## src/rtl/cpx_energy_detect_if.sv

```systemverilog
// rtl/cpx_energy_detect_if.sv - analytic-sample input and detection-result bundle for cpx_energy_detect
interface cpx_energy_detect_if #(
    parameter int CNT_W = 16
);
    logic                    data_rdy;
    logic signed [12:0]      re;
    logic signed [12:0]      im;
    logic        [25:0]      energy;
    logic                    energy_vld;
    logic                    det;
    logic                    det_start;
    logic        [CNT_W-1:0] toa;

    modport master (
        output data_rdy, re, im,
        input  energy, energy_vld, det, det_start, toa
    );

    modport slave (
        input  data_rdy, re, im,
        output energy, energy_vld, det, det_start, toa
    );
endinterface

```

## src/rtl/cpx_energy_detect.sv

```systemverilog
// rtl/cpx_energy_detect.sv - sliding-window mean power of a complex stream with hysteresis ping detection
module cpx_energy_detect #(
    parameter int WIN_LOG2 = 4,
    parameter int HOLD_SMP = 8,
    parameter int CNT_W    = 16
) (
    input  logic        i_clk,
    input  logic        i_reset,
    input  logic        i_clr,
    input  logic [25:0] i_thr_on,
    input  logic [25:0] i_thr_off,
    cpx_energy_detect_if.slave s_if
);
    localparam int WIN    = 1 << WIN_LOG2;
    localparam int SUM_W  = 26 + WIN_LOG2;
    localparam int HOLD_W = $clog2(HOLD_SMP + 1) + 1;
    localparam logic [WIN_LOG2:0] FILL_FULL = (WIN_LOG2 + 1)'(WIN);

    typedef enum logic [1:0] {
        S_FILL,
        S_ARMED,
        S_DETECT,
        S_HOLD
    } state_t;

    // Stage 1: exact power; each square is at most 2^24 so both fit a signed 26-bit product
    logic signed [25:0] w_re_ext;
    logic signed [25:0] w_im_ext;
    logic signed [25:0] w_re_sq;
    logic signed [25:0] w_im_sq;
    logic        [25:0] w_sq;

    assign w_re_ext = {{13{s_if.re[12]}}, s_if.re};
    assign w_im_ext = {{13{s_if.im[12]}}, s_if.im};
    assign w_re_sq  = w_re_ext * w_re_ext;
    assign w_im_sq  = w_im_ext * w_im_ext;
    assign w_sq     = $unsigned(w_re_sq) + $unsigned(w_im_sq);

    logic        r_s1_vld;
    logic [25:0] r_sq;

    always_ff @(posedge i_clk or negedge i_reset) begin
        if (!i_reset) begin
            r_s1_vld <= 1'b0;
            r_sq     <= '0;
        end else if (i_clr) begin
            r_s1_vld <= 1'b0;
            r_sq     <= '0;
        end else begin
            r_s1_vld <= s_if.data_rdy;
            if (s_if.data_rdy) begin
                r_sq <= w_sq;
            end
        end
    end

    // Stage 2: running window sum, oldest entry replaced in place
    logic [25:0]         r_buf [WIN];
    logic [WIN_LOG2-1:0] r_wr_ptr;
    logic [SUM_W-1:0]    r_sum;
    logic [CNT_W-1:0]    r_sample_cnt;
    logic [CNT_W-1:0]    r_idx;
    logic [WIN_LOG2:0]   r_fill;
    logic                r_s2_vld;

    always_ff @(posedge i_clk or negedge i_reset) begin
        if (!i_reset) begin
            for (int k = 0; k < WIN; k++) begin
                r_buf[k] <= '0;
            end
            r_wr_ptr     <= '0;
            r_sum        <= '0;
            r_sample_cnt <= '0;
            r_idx        <= '0;
            r_fill       <= '0;
            r_s2_vld     <= 1'b0;
        end else if (i_clr) begin
            for (int k = 0; k < WIN; k++) begin
                r_buf[k] <= '0;
            end
            r_wr_ptr     <= '0;
            r_sum        <= '0;
            r_sample_cnt <= '0;
            r_idx        <= '0;
            r_fill       <= '0;
            r_s2_vld     <= 1'b0;
        end else begin
            r_s2_vld <= r_s1_vld;
            if (r_s1_vld) begin
                r_sum           <= r_sum + SUM_W'(r_sq) - SUM_W'(r_buf[r_wr_ptr]);
                r_buf[r_wr_ptr] <= r_sq;
                r_wr_ptr        <= r_wr_ptr + 1'b1;
                r_idx           <= r_sample_cnt;
                r_sample_cnt    <= r_sample_cnt + 1'b1;
                if (r_fill != FILL_FULL) begin
                    r_fill <= r_fill + 1'b1;
                end
            end
        end
    end

    // Stage 3: mean power and detection FSM, evaluated only on valid samples
    logic [25:0] w_energy_new;
    logic        w_win_done;
    logic        w_trigger;

    assign w_energy_new = r_sum[SUM_W-1:WIN_LOG2];
    assign w_win_done   = (r_fill == FILL_FULL);
    assign w_trigger    = (w_energy_new >= i_thr_on);

    state_t           r_state;
    logic [25:0]      r_energy;
    logic             r_energy_vld;
    logic             r_det;
    logic             r_det_start;
    logic [CNT_W-1:0] r_toa;
    logic [HOLD_W-1:0] r_hold_cnt;

    always_ff @(posedge i_clk or negedge i_reset) begin
        if (!i_reset) begin
            r_state      <= S_FILL;
            r_energy     <= '0;
            r_energy_vld <= 1'b0;
            r_det        <= 1'b0;
            r_det_start  <= 1'b0;
            r_toa        <= '0;
            r_hold_cnt   <= '0;
        end else if (i_clr) begin
            r_state      <= S_FILL;
            r_energy     <= '0;
            r_energy_vld <= 1'b0;
            r_det        <= 1'b0;
            r_det_start  <= 1'b0;
            r_toa        <= '0;
            r_hold_cnt   <= '0;
        end else begin
            r_energy_vld <= r_s2_vld;
            r_det_start  <= 1'b0;
            if (r_s2_vld) begin
                r_energy <= w_energy_new;
                case (r_state)
                    S_FILL: begin
                        // the window-completing sample is also judged against thr_on
                        if (w_win_done) begin
                            if (w_trigger) begin
                                r_state     <= S_DETECT;
                                r_det       <= 1'b1;
                                r_det_start <= 1'b1;
                                r_toa       <= r_idx;
                            end else begin
                                r_state <= S_ARMED;
                            end
                        end
                    end
                    S_ARMED: begin
                        if (w_trigger) begin
                            r_state     <= S_DETECT;
                            r_det       <= 1'b1;
                            r_det_start <= 1'b1;
                            r_toa       <= r_idx;
                        end
                    end
                    S_DETECT: begin
                        if (w_energy_new < i_thr_off) begin
                            r_state    <= S_HOLD;
                            r_det      <= 1'b0;
                            r_hold_cnt <= HOLD_W'(HOLD_SMP);
                        end
                    end
                    S_HOLD: begin
                        if (r_hold_cnt <= HOLD_W'(1)) begin
                            r_state    <= S_ARMED;
                            r_hold_cnt <= '0;
                        end else begin
                            r_hold_cnt <= r_hold_cnt - 1'b1;
                        end
                    end
                    default: begin
                        r_state <= S_FILL;
                        r_det   <= 1'b0;
                    end
                endcase
            end
        end
    end

    assign s_if.energy     = r_energy;
    assign s_if.energy_vld = r_energy_vld;
    assign s_if.det        = r_det;
    assign s_if.det_start  = r_det_start;
    assign s_if.toa        = r_toa;
endmodule

```

## src/flat_wrapper.sv

```systemverilog
// flat-port wrapper written by rule: the top's interface ports become plain ports
module cpx_energy_detect_flat 
#(
    parameter int WIN_LOG2 = 4,
    parameter int HOLD_SMP = 8,
    parameter int CNT_W    = 16
)
  (i_clk, i_reset, i_clr, i_thr_on, i_thr_off, s_if_data_rdy, s_if_re, s_if_im, s_if_energy, s_if_energy_vld, s_if_det, s_if_det_start, s_if_toa);
  cpx_energy_detect_if #(.CNT_W(CNT_W)) s_if_i ();
  input  logic i_clk;
  input  logic i_reset;
  input  logic i_clr;
  input  logic [25:0] i_thr_on;
  input  logic [25:0] i_thr_off;
  input wire logic [$bits(s_if_i.data_rdy)-1:0] s_if_data_rdy;
  input wire logic [$bits(s_if_i.re)-1:0] s_if_re;
  input wire logic [$bits(s_if_i.im)-1:0] s_if_im;
  output wire logic [$bits(s_if_i.energy)-1:0] s_if_energy;
  output wire logic [$bits(s_if_i.energy_vld)-1:0] s_if_energy_vld;
  output wire logic [$bits(s_if_i.det)-1:0] s_if_det;
  output wire logic [$bits(s_if_i.det_start)-1:0] s_if_det_start;
  output wire logic [$bits(s_if_i.toa)-1:0] s_if_toa;
  assign s_if_i.data_rdy = s_if_data_rdy;
  assign s_if_i.re = s_if_re;
  assign s_if_i.im = s_if_im;
  assign s_if_energy = s_if_i.energy;
  assign s_if_energy_vld = s_if_i.energy_vld;
  assign s_if_det = s_if_i.det;
  assign s_if_det_start = s_if_i.det_start;
  assign s_if_toa = s_if_i.toa;
  cpx_energy_detect #(.WIN_LOG2(WIN_LOG2), .HOLD_SMP(HOLD_SMP), .CNT_W(CNT_W)) u_core (.i_clk(i_clk), .i_reset(i_reset), .i_clr(i_clr), .i_thr_on(i_thr_on), .i_thr_off(i_thr_off), .s_if(s_if_i));
endmodule
```

## config.mk

```make
export PLATFORM = sky130hd
export DESIGN_NAME = cpx_energy_detect_flat
export DESIGN_NICKNAME = d
export VERILOG_FILES = /design/src/rtl/cpx_energy_detect_if.sv /design/src/rtl/cpx_energy_detect.sv /design/src/flat_wrapper.sv
export SDC_FILE = /design/constraint.sdc
export NUM_CORES = 2
export LEC_CHECK = 0
export ABC_AREA = 1
export CAP_MARGIN = 20
export CORE_UTILIZATION = 55
export CTS_BUF_LIST = sky130_fd_sc_hd__clkbuf_8
export CTS_CLUSTER_SIZE = 8
export DETAILED_ROUTE_END_ITERATION = 16
export GPL_ROUTABILITY_DRIVEN = 0
export GPL_TIMING_DRIVEN = 0
export PLACE_DENSITY = 0.73
export SLEW_MARGIN = 0
export SYNTH_ARGS = -nofsm -noshare
export SYNTH_HDL_FRONTEND = slang
export SYNTH_SLANG_ARGS = --single-unit
```

## constraint.sdc

```tcl
create_clock -name i_clk -period 9.4 [get_ports i_clk]
set_input_delay 1.41 -clock i_clk [delete_from_list [all_inputs] [get_ports i_clk]]
set_output_delay 1.41 -clock i_clk [all_outputs]
set_load 0.01 [all_outputs]
```

==> flow_summary.ini <==
[clock_network]
clk_pin_slew_ns = 0.06
htreeDepth = 3
clk_latency_ns = 0.76
cts_resized = 0
cts_hold_buf = 0
post_cts.repair.setup_buffers = 0
clockBufferDepth = 3
cts_sinks = 567
cts_buffers = 95
root_buffer = clkbuf_8
cts_tree = built

[routing]
dr.first_iter.drc_count = 4327
vias = 36100
vias_per_cell = 5.81
drc = 0
routed_wirelength_um = 131000
dr.pass1.iters = 6
ant_nets = 0
wl_per_cell_um = 21.0

[sta]
setup_tns_ns = 0
fin_skew_ns = 0.0803
setup_viol = 0
fmax_mhz = 121
worst_pin_slew_ns = 1.06
rsz0062_at_grt = false
slew-limit-headroom_pct = 29.3
hold_viol = 0
timing.final.crit_share_pct = 88.2
post-route-min-period_ns = 8.29
finalMaxSlewViolations = 0

[finish]
fillers = 6539
regArea_um2 = 14200
multiInputGateArea_um2 = 22100
area_delta_synth_final_pct = 11.0
drive_above_1_share_pct = 5.69
nets = 5823

[floorplanning]
core_um2 = 74600
row_count = 100
num_io_pins = 127
die_area_um2 = 76700
initial_core_util_pct = 55.8
fp.dieW_um = 277
die_y_um = 277

[yosys]
synth-seq-cells = 567
synth_top_cell_area_share_pct = 34.1
synth-edff-count = 0
synth_largest_area_cell = dfrtp_1
synth_area_um2 = 41600
yosysWarnings = 0
synth_seq_area_share_pct = 34.1
ys_top_cells_by_area = dfrtp_1, fa_1, inv_1, ha_1, o21ai_0
async_flop_share_pct = 100
synthFlopType = dfrtp_1
yosys.cell_types.count = 53
synth_fp_nets = 5597
syn-mean-instance-area_um2 = 8.42
postSynthCellCount = 4942

[place]
hpwl_um = 104000
port_buffers = 124

[worst_setup_path]
worstSetupEndpointType = flop
critPathRequiredTime_ns = 10.00
crit_type = in2reg
path_max_fanout = 10
crit_arrival_ns = 8.89
cp-start-kind = primary input

[global_routing]
grt_pass1_vias = 36300
grt_max_degree = 124
overflow = 0
grt_util_all_layers_pct = 34.4
grt_pass1_wl_um = 203000
antenna_found_initial = 4

[flow_run]
drv_cap = 0

[run_status]
status = finished clean

[worst_hold_path]
hold_path_class = reg2reg
## routing by layer
metal | vias to the layer above | share of wire, % | global-route usage [%]
met2 | 1937 | 45 | 54.5
met3 | 492 | 10 | 7.97
met1 | 17300 | 39 | 43.9
met5 | - | 0.018 | 0
li1 | 16400 | - | -
met4 | 4 | 6.1 | 18.2
## through the flow
stage               cell area (um2)  util (%)  std cells  setup WS, ns  hold WS (ns)
floorplan                     41600         -       4942          2.23         0.449
global placement              44000      59.1       6035        -18.31         0.465
detailed placement            44200      59.3       6040         0.521         0.467
CTS                           46200      61.9       6210          1.28         0.484
global route                  46200      61.9       6211         0.978         0.496
finish                        46200      61.9       6213          1.11         0.484
## cell usage after synthesis (all sizes together) (6+ instances only)
cell type,n
ha,212
nor4,7
o22ai,222
a2111o,26
inv,1057
nand2,640
a21oi,392
clkbuf,123
fa,361
o31ai,19
xnor2,7
o21ai,567
nand3b,6
buf,140
nand3,284
dfrtp,567
nor3,26
nor2,187
o21bai,9
nand4,29
xor2,19
a21o,10
## state kept, by name, indices dropped and copies added, names as in the netlist
signal                  flops
u_core.r_buf              416
u_core.r_fill               5
u_core.r_hold_cnt           5
u_core.r_idx               16
u_core.r_s1_vld             1
u_core.r_s2_vld             1
u_core.r_sample_cnt        16
u_core.r_sq                26
u_core.r_state              2
u_core.r_sum               30
u_core.r_wr_ptr             4
u_core.s_if.det             1
u_core.s_if.det_start       1
u_core.s_if.energy         26
u_core.s_if.energy_vld      1
u_core.s_if.toa            16
## critical path: stages
cell and delay (ns):
clkdlybuf4s50_1 0.68, clkbuf_1 0.44, nand2_1 0.36, inv_1 0.44
fa_1 0.52, inv_1 0.09, fa_1 0.41, fa_1 0.53
inv_1 0.06, fa_1 0.53, inv_1 0.05, fa_1 0.48
inv_1 0.05, fa_1 0.47, inv_1 0.05, fa_1 0.37
inv_1 0.07, ha_1 0.32, a21oi_1 0.36, o21ai_0 0.16
a21oi_1 0.14, nand3_1 0.23, nand3b_1 0.37, nand3_1 0.21
nand2_1 0.07
## layout make-up
class / instances / area share, %
Tap cell: 969 / 2.63
Sequential cell: 567 / 30.7
Clock inverter: 51 / 0.721
Buffer: 263 / 2.78
Multi-Input combinational cell: 3052 / 48.0
Clock buffer: 119 / 3.55
Inverter: 1060 / 8.62
Antenna cell: 3 / 0.0163
Timing Repair Buffer: 129 / 3.00
## kinds of logic (layout without fill, tap and decap cells)
group	after synthesis	in the layout	synth area share, %
AOI/OAI and AO/OA	1266	1266	16.7
xor gates and xnor gates	26	26	0.548
adders and majority gates	573	573	23.8
buffers and inverters	1323	1622	12.7
DFF	567	567	34.1
other	0	3	0
and+or+nand+nor	1187	1187	12.2
## worst paths after layout
path | startpoint | slack (ns) | to | depth (start not counted)
worst max-delay path | s_if_im[0] | 1.11 | u_core.r_sq[25] | 25
worst min-delay path | u_core.r_idx[11] | 0.48 | u_core.r_idx[11] | 2
worst max register to register | u_core.r_wr_ptr[0] | 4.76 | u_core.r_sum[18] | 15
worst min register to register | u_core.r_idx[11] | 0.48 | u_core.r_idx[11] | 2
max in group asynchronous | i_reset | 7.29 | u_core.s_if.toa[1] | 3
min in group asynchronous | i_reset | 0.61 | u_core.r_buf[167] | 1
## cells in the final DEF (no fill, tap or decap), types with 4 or more instances in the layout
cell type        instances
buf_2                   79
buf_1                   22
nand4_1                 28
clkdlybuf4s50_1        123
nor2_1                 181
nor2_2                   4
nor3_2                   4
inv_2                    4
o21ai_1                 41
nand3b_1                 6
a21o_1                  10
buf_16                   5
nand3_1                280
ha_1                   212
a21boi_0                 4
o22ai_1                222
buf_4                   26
clkbuf_8               119
nand2_2                 10
fa_1                   361
buf_6                   13
nor4_1                   7
o21bai_1                 9
dfrtp_1                567
xnor2_1                  7
o21ai_0                525
o31ai_1                 19
nand3_2                  4
a2111o_1                26
inv_1                 1088
or2_2                    5
clkbuf_1               123
xor2_1                  19
nand2_1                629
clkinv_2                 6
a21oi_1                391
nor3_1                  22
Power is not shown: default switching activity piles up to over one toggle a cycle in this logic, so the estimate is an artifact.
